## src/rtl/tank_pkg.sv

```systemverilog
// Shared types and constants for the player tank controller: facing enum,
// keyboard scan codes, screen defaults and saturating 10-bit helpers.
package tank_pkg;

  typedef enum logic [2:0] {
    DIR_UP    = 3'd1,
    DIR_RIGHT = 3'd2,
    DIR_LEFT  = 3'd3,
    DIR_DOWN  = 3'd4
  } dir_t;

  localparam logic [7:0] KEY_W     = 8'h1A;
  localparam logic [7:0] KEY_S     = 8'h16;
  localparam logic [7:0] KEY_A     = 8'h04;
  localparam logic [7:0] KEY_D     = 8'h07;
  localparam logic [7:0] KEY_ENTER = 8'h58;

  localparam int SCREEN_W_DEF = 640;
  localparam int SCREEN_H_DEF = 480;

  function automatic logic [9:0] sat_sub(input logic [9:0] a, input logic [9:0] b);
    return (a >= b) ? (a - b) : 10'd0;
  endfunction

  // Sum is formed at 11 bits so the limit compare never sees a wrapped value.
  function automatic logic [9:0] sat_add(input logic [9:0] a, input logic [9:0] b,
                                         input logic [9:0] lim);
    logic [10:0] s;
    s = {1'b0, a} + {1'b0, b};
    return (s > {1'b0, lim}) ? lim : s[9:0];
  endfunction

endpackage

```

## src/rtl/bullet_slot.sv

```systemverilog
// One projectile: latches position and heading on spawn, advances once per
// tick and retires itself when the next step would leave the visible area.
module bullet_slot
  import tank_pkg::*;
#(
  parameter int BULLET_SIZE = 8,
  parameter int BULLET_STEP = 4,
  parameter int SCREEN_W    = SCREEN_W_DEF,
  parameter int SCREEN_H    = SCREEN_H_DEF
) (
  input  logic       clk,
  input  logic       rst,
  input  logic       tick,
  input  logic       spawn,
  input  logic [9:0] spawn_x,
  input  logic [9:0] spawn_y,
  input  logic [2:0] spawn_dir,
  input  logic [9:0] draw_x,
  input  logic [9:0] draw_y,
  output logic       active,
  output logic       hit
);

  localparam logic [10:0] SIZE  = 11'(BULLET_SIZE);
  localparam logic [10:0] STEP  = 11'(BULLET_STEP);
  localparam logic [10:0] LIM_X = 11'(SCREEN_W);
  localparam logic [10:0] LIM_Y = 11'(SCREEN_H);
  localparam logic [9:0]  MOVE  = 10'(BULLET_STEP);

  logic       active_q, active_d;
  logic [9:0] x_q, x_d;
  logic [9:0] y_q, y_d;
  logic [2:0] dir_q, dir_d;
  logic [10:0] x_w, y_w;

  assign x_w = {1'b0, x_q};
  assign y_w = {1'b0, y_q};

  always_comb begin
    active_d = active_q;
    x_d      = x_q;
    y_d      = y_q;
    dir_d    = dir_q;
    if (tick) begin
      if (spawn) begin
        active_d = 1'b1;
        x_d      = spawn_x;
        y_d      = spawn_y;
        dir_d    = spawn_dir;
      end else if (active_q) begin
        // Exit is decided on the pre-move position; the slot stays put when retired.
        case (dir_q)
          DIR_UP:    if (y_w < STEP) active_d = 1'b0; else y_d = y_q - MOVE;
          DIR_DOWN:  if (y_w + SIZE + STEP > LIM_Y) active_d = 1'b0; else y_d = y_q + MOVE;
          DIR_LEFT:  if (x_w < STEP) active_d = 1'b0; else x_d = x_q - MOVE;
          DIR_RIGHT: if (x_w + SIZE + STEP > LIM_X) active_d = 1'b0; else x_d = x_q + MOVE;
          default:   active_d = 1'b0;
        endcase
      end
    end
  end

  always_ff @(posedge clk or posedge rst) begin
    if (rst) begin
      active_q <= 1'b0;
      x_q      <= 10'd0;
      y_q      <= 10'd0;
      dir_q    <= DIR_UP;
    end else begin
      active_q <= active_d;
      x_q      <= x_d;
      y_q      <= y_d;
      dir_q    <= dir_d;
    end
  end

  assign active = active_q;
  assign hit    = active_q
                  && (draw_x >= x_q) && ({1'b0, draw_x} < x_w + SIZE)
                  && (draw_y >= y_q) && ({1'b0, draw_y} < y_w + SIZE);

endmodule

```

## src/rtl/tank_ctrl.sv

```systemverilog
// Player tank: keycode-driven motion and facing, edge-triggered firing with
// cooldown, and a pool of bullet slots filled lowest-index-first.
module tank_ctrl
  import tank_pkg::*;
#(
  parameter int NUM_BULLETS = 4,
  parameter int TANK_SIZE   = 32,
  parameter int BULLET_SIZE = 8,
  parameter int TANK_STEP   = 1,
  parameter int BULLET_STEP = 4,
  parameter int COOLDOWN    = 15,
  parameter int X_START     = 500,
  parameter int Y_START     = 240,
  parameter int SCREEN_W    = SCREEN_W_DEF,
  parameter int SCREEN_H    = SCREEN_H_DEF
) (
  input  logic                   Clk,
  input  logic                   Reset,
  input  logic                   frame_clk,
  input  logic [7:0]             keycode,
  input  logic [9:0]             DrawX,
  input  logic [9:0]             DrawY,
  output logic [9:0]             tank_X,
  output logic [9:0]             tank_Y,
  output logic [2:0]             tank_dir,
  output logic                   is_tank,
  output logic                   is_bullet,
  output logic [NUM_BULLETS-1:0] bullets_active,
  output logic                   fire
);

  localparam int CD_W = (COOLDOWN < 1) ? 1 : $clog2(COOLDOWN + 1);
  localparam logic [CD_W-1:0] CD_LOAD = CD_W'(COOLDOWN);
  localparam logic [9:0]  TSTEP  = 10'(TANK_STEP);
  localparam logic [9:0]  TSIZE  = 10'(TANK_SIZE);
  localparam logic [9:0]  BSIZE  = 10'(BULLET_SIZE);
  localparam logic [9:0]  MUZZLE = 10'((TANK_SIZE - BULLET_SIZE) / 2);
  localparam logic [9:0]  X_MAX  = 10'(SCREEN_W - TANK_SIZE);
  localparam logic [9:0]  Y_MAX  = 10'(SCREEN_H - TANK_SIZE);
  localparam logic [10:0] TSIZE_W = 11'(TANK_SIZE);

  logic            frame_sync_q, frame_sync_d;
  logic            frame_dly_q, frame_dly_d;
  logic            tick_q, tick_d;
  logic [9:0]      tank_x_q, tank_x_d;
  logic [9:0]      tank_y_q, tank_y_d;
  dir_t            dir_q, dir_d;
  logic [CD_W-1:0] cooldown_q, cooldown_d;
  logic            enter_prev_q, enter_prev_d;
  logic            fire_q, fire_d;

  logic                   is_enter, fire_req, grant, found;
  logic [NUM_BULLETS-1:0] active, hit, alloc_oh, spawn_vec;
  logic [9:0]             spawn_x, spawn_y;

  // frame_clk is asynchronous to Clk: one sync stage, then a delay stage for the edge.
  always_comb begin
    frame_sync_d = frame_clk;
    frame_dly_d  = frame_sync_q;
    tick_d       = frame_sync_q & ~frame_dly_q;
  end

  always_comb begin
    tank_x_d = tank_x_q;
    tank_y_d = tank_y_q;
    dir_d    = dir_q;
    if (tick_q) begin
      case (keycode)
        KEY_W: begin dir_d = DIR_UP;    tank_y_d = sat_sub(tank_y_q, TSTEP);        end
        KEY_S: begin dir_d = DIR_DOWN;  tank_y_d = sat_add(tank_y_q, TSTEP, Y_MAX); end
        KEY_A: begin dir_d = DIR_LEFT;  tank_x_d = sat_sub(tank_x_q, TSTEP);        end
        KEY_D: begin dir_d = DIR_RIGHT; tank_x_d = sat_add(tank_x_q, TSTEP, X_MAX); end
        default: ;
      endcase
    end
  end

  // Allocation looks only at registered masks, so a slot retiring this tick stays busy.
  always_comb begin
    alloc_oh = '0;
    found    = 1'b0;
    for (int i = 0; i < NUM_BULLETS; i++) begin
      if (!active[i] && !found) begin
        alloc_oh[i] = 1'b1;
        found       = 1'b1;
      end
    end
  end

  always_comb begin
    is_enter     = (keycode == KEY_ENTER);
    fire_req     = tick_q && is_enter && !enter_prev_q;
    grant        = fire_req && (cooldown_q == '0) && found;
    spawn_vec    = grant ? alloc_oh : '0;
    fire_d       = grant;
    enter_prev_d = tick_q ? is_enter : enter_prev_q;
    cooldown_d   = cooldown_q;
    if (grant)
      cooldown_d = CD_LOAD;
    else if (tick_q && (cooldown_q != '0))
      cooldown_d = cooldown_q - CD_W'(1);
  end

  always_comb begin
    spawn_x = tank_x_q + MUZZLE;
    spawn_y = sat_sub(tank_y_q, BSIZE);
    case (dir_q)
      DIR_DOWN:  begin spawn_x = tank_x_q + MUZZLE;         spawn_y = tank_y_q + TSIZE;  end
      DIR_LEFT:  begin spawn_x = sat_sub(tank_x_q, BSIZE);  spawn_y = tank_y_q + MUZZLE; end
      DIR_RIGHT: begin spawn_x = tank_x_q + TSIZE;          spawn_y = tank_y_q + MUZZLE; end
      default: ;
    endcase
  end

  always_ff @(posedge Clk or posedge Reset) begin
    if (Reset) begin
      frame_sync_q <= 1'b0;
      frame_dly_q  <= 1'b0;
      tick_q       <= 1'b0;
      tank_x_q     <= 10'(X_START);
      tank_y_q     <= 10'(Y_START);
      dir_q        <= DIR_UP;
      cooldown_q   <= '0;
      enter_prev_q <= 1'b0;
      fire_q       <= 1'b0;
    end else begin
      frame_sync_q <= frame_sync_d;
      frame_dly_q  <= frame_dly_d;
      tick_q       <= tick_d;
      tank_x_q     <= tank_x_d;
      tank_y_q     <= tank_y_d;
      dir_q        <= dir_d;
      cooldown_q   <= cooldown_d;
      enter_prev_q <= enter_prev_d;
      fire_q       <= fire_d;
    end
  end

  for (genvar g = 0; g < NUM_BULLETS; g++) begin : g_slot
    bullet_slot #(
      .BULLET_SIZE(BULLET_SIZE),
      .BULLET_STEP(BULLET_STEP),
      .SCREEN_W   (SCREEN_W),
      .SCREEN_H   (SCREEN_H)
    ) u_slot (
      .clk      (Clk),
      .rst      (Reset),
      .tick     (tick_q),
      .spawn    (spawn_vec[g]),
      .spawn_x  (spawn_x),
      .spawn_y  (spawn_y),
      .spawn_dir(dir_q),
      .draw_x   (DrawX),
      .draw_y   (DrawY),
      .active   (active[g]),
      .hit      (hit[g])
    );
  end

  assign tank_X         = tank_x_q;
  assign tank_Y         = tank_y_q;
  assign tank_dir       = dir_q;
  assign bullets_active = active;
  assign fire           = fire_q;
  assign is_bullet      = |hit;
  assign is_tank        = (DrawX >= tank_x_q) && ({1'b0, DrawX} < {1'b0, tank_x_q} + TSIZE_W)
                       && (DrawY >= tank_y_q) && ({1'b0, DrawY} < {1'b0, tank_y_q} + TSIZE_W);

endmodule

```

## config.mk

```make
export PLATFORM = sky130hd
export DESIGN_NAME = tank_ctrl
export DESIGN_NICKNAME = d
export VERILOG_FILES = /design/src/rtl/tank_pkg.sv /design/src/rtl/bullet_slot.sv /design/src/rtl/tank_ctrl.sv
export SDC_FILE = /design/constraint.sdc
export NUM_CORES = 1
export LEC_CHECK = 0
export BUFFER_PORTS_ARGS = -buffer_cell sky130_fd_sc_hd__clkbuf_2
export CORE_MARGIN = 10
export CORE_UTILIZATION = 35
export CTS_CLUSTER_DIAMETER = 150
export CTS_CLUSTER_SIZE = 8
export DETAILED_ROUTE_END_ITERATION = 8
export GPL_ROUTABILITY_DRIVEN = 0
export MAX_ROUTING_LAYER = met4
export SYNTH_ARGS = -nofsm -noshare
export SYNTH_HDL_FRONTEND = slang
export SYNTH_SLANG_ARGS = --single-unit
export TNS_END_PERCENT = 50
```

## constraint.sdc

```tcl
create_clock -name Clk -period 4.6 [get_ports Clk]
set_input_delay 0.69 -clock Clk [delete_from_list [all_inputs] [get_ports Clk]]
set_output_delay 0.69 -clock Clk [all_outputs]
set_load 0.1 [all_outputs]
```

==> results.cfg <==
[status]
status = complete, no violations

[logic_synthesis]
muxShareOfSynthArea_pct = 2.32
synth-main-ff-cell = dfrtp_1
ys_ff_latch = 128
yosysSeqAreaShare_pct = 21.2
synth_area_leaders = ha_1, dfrtp_1, xnor2_1, nand2_1, o21ai_0
syn_area_mm2 = 0.0152
yosysTopAreaCell = ha_1
post_synth_fa_ha_maj_area_fraction_pct = 20.4
async_flop_share_pct = 100
synth_top_area_share_pct = 20.2
synth_xor_area_share_pct = 6.26
synth_cells = 1939
yosysWarnings = 0
synth.distinct_cells = 92
synth_fp_nets = 2215
synth_edf_count = 0
yosys.area_share.simple_pct = 22.3
synth_compound_area_share_pct = 21.7
avgSynthCellArea_um2 = 7.83
synth_top_family_by_area = simple AND/OR/NAND/NOR gates

[timing]
finalClockSkew_ps = 14.9
drv_slew = 0
hold_violations = 0
period_share_pct = 93.8
tns_ps = 0
max-slew-margin-rel_pct = 27.1
setup_violations = 0
rsz0062_at_grt = false
fmax_mhz = 232
layout_min_cycle_time_ps = 4310
worst_slew_pin_slew_ps = 1090

[clock_network]
insertion_delay_ps = 440
cts_buffers = 17
h-tree-depth = 4
cts.sinks = 128
cts-hold-fix-buffers = 0
cts_setup_buffers = 0
path_clk_slew_ps = 60
cts_tree = built
post_cts_resized = 0
root_buffer = clkbuf_16
cts_buffer_depth = 2

[finish]
fillers = 4469
diodes = 0
design_area_mm2 = 0.0166
drive_above_1_share_pct = 7.84
area.growth.synth_to_final_pct = 9.64
final_nets = 2240

[critical_path]
max_stage_delay_ps = 460
crit_path_top_delay_cell = dfrtp_1
crit_fanout = 7
cp_cell_sequence = ha_2, nand2_1, or3_1, and2_0, ha_1, a31o_2, a221oi_1, nand3_1, a311o_1, nand4_1, buf_4
critical_path_class = reg2out
required_ps = 3910
worst_setup_path_end_kind = output port
arrival_ps = 3620
start_kind = register

[global_route]
overflow = 0
grtUsageTotal_pct = 17.3
antenna_found_initial = 0
grt_pass1_wl_mm = 72.8
grt_use_met3_pct = 2.33
use_met2_pct = 28.2
grt_max_degree = 71
met1_usage_pct = 22.1
grt_pass1_vias = 14030
gr-max-usage-layer = met2

[power]
switching_share_pct = 30.8
pwr-share-clk_pct = 45.8
power.density_mw_per_mm2 = 184
switchingPower_uw = 945
ir_worst_vdd_mv = 0.254
p_leak_uw = 0.00734
p_comb_share_pct = 15.1
p_seq_share_pct = 39.1
intPower_uw = 2120

[hold_path]
hp-class = in2async

[floorplan]
die_area_mm2 = 0.0521
ioPinCount = 61
start_util_pct = 35.3
fp.coreArea_mm2 = 0.0430
die_x_um = 228
fp.dieH_um = 228
rows = 76

[drt]
post_drt_wl_per_cell_um = 17.5
drc = 0
firstDrtPassIters = 7
vias = 14346
ant_nets = 0
drtIter0Drc = 923
via_per_inst = 5.60
finalWirelength_mm = 45.0

[placement]
place_area_mm2 = 0.0160
io_buffers = 60
hpwl_mm = 35.7

[run]
drv_cap = 0
layer usage:
| metal | vias up | wire length, µm |
|---|---|---|
| met1 | 6797 | 21000 |
| met5 | - | 0 |
| met4 | 0 | 858 |
| li1 | 7090 | - |
| met2 | 393 | 20900 |
| met3 | 66 | 2210 |
cells in the mapped netlist, drive strengths merged (15+ instances only):
| cell type | instances |
|---|---|
| o211ai | 20 |
| mux2i | 33 |
| or3 | 25 |
| o21ai | 157 |
| nor2b | 19 |
| nor4 | 16 |
| nor3 | 56 |
| a21o | 20 |
| a21oi | 116 |
| xnor2 | 100 |
| dfrtp | 113 |
| buf | 24 |
| nor2 | 137 |
| and3 | 20 |
| ha | 245 |
| inv | 139 |
| nand2b | 21 |
| dfstp | 15 |
| a31oi | 39 |
| and2 | 15 |
| o21a | 16 |
| nand3 | 85 |
| nand2 | 212 |
| nand4 | 29 |
| clkbuf | 48 |
final timing paths:
path	start	end	slack [ps]	cells past startpoint
max	g_slot[1].u_slot.x_q[4]	is_bullet	290	11
min	Reset	tank_X[3]	340	2
max reg2reg	g_slot[2].u_slot.y_q[4]	g_slot[2].u_slot.y_q[8]	1270	10
min reg2reg	frame_dly_d	frame_dly_q	370	0
max in group asynchronous	Reset	g_slot[1].u_slot.dir_q[0]	3220	3
min in group Clk	frame_clk	frame_dly_d	360	1
per-stage QoR:
step,hold WS (ps),worst slack [ps],power [µW],util (%),cells
CTS,350,50.1,3100,38.7,2562
global placement,357,405,1670,37.3,2530
floorplan,347,210,1510,-,1939
finish,343,286,3070,38.7,2562
global route,353,29.7,3210,38.7,2562
detailed placement,356,452,1680,37.3,2530
power by group through the flow:
stage	combinational [µW]	clock (µW)	sequential, µW
floorplan	268	0	1240
global placement	449	0	1220
detailed placement	465	0	1220
CTS	466	1440	1200
global route	521	1490	1210
finish	462	1410	1200
cells by family (layout without fill, tap and decap cells):
kind of cell	count (synthesis)	count (layout)
flops	128	128
compound gates	518	518
xor+xnor	107	107
buf+inv	214	252
fa+ha+maj	248	248
mux	35	35
simple gates	689	689
worst max-delay path: cells and delay by family, from the launching register on:
family	cells	cell delay [ps]
AND/OR/NAND/NOR	5	960
AO/OA/AOI/OAI	3	810
adder cells (fa/ha/maj)	2	620
flip-flops	1	460
buffers and inverters	1	320
state kept, by name (all words and copies together), names as in the netlist:
register	cells
g_slot.u_slot.x_q	40
g_slot.u_slot.y_q	40
g_slot.u_slot.dir_q	12
tank_X	10
tank_Y	10
cooldown_q	4
g_slot.u_slot.active	4
tank_dir	3
enter_prev_q	1
fire	1
frame_dly_d	1
frame_dly_q	1
tick_q	1
layout by cell type (no fill, tap or decap), drive strengths merged, types with 11 or more instances in the layout:
master,n
a22oi,11
ha,245
a21o,20
dfstp,15
o31ai,12
nor4,16
nor3,56
clkbuf,75
o21a,16
and3,20
and4,11
nand3,85
inv,146
o22ai,14
mux2i,33
a211oi,14
nand2,212
nand2b,21
nand4,29
and2,15
or3,25
xnor2,100
o211ai,20
o21ai,157
a31oi,39
nor2,137
a21oi,116
dfrtp,113
nor2b,19
buf,20
final cells by class:
| class | count | area [µm²] | area share [%] |
|---|---|---|---|
| clock buffers | 17 | 425 | 2.56 |
| clock inverters | 15 | 173 | 1.04 |
| inverters | 142 | 543 | 3.26 |
| multi-input cells | 1597 | 11100 | 66.7 |
| flip-flops and latches | 128 | 3220 | 19.4 |
| well taps | 585 | 732 | 4.40 |
| repair buffers | 78 | 440 | 2.65 |
Note: power is estimated with default switching activity, not from simulation.
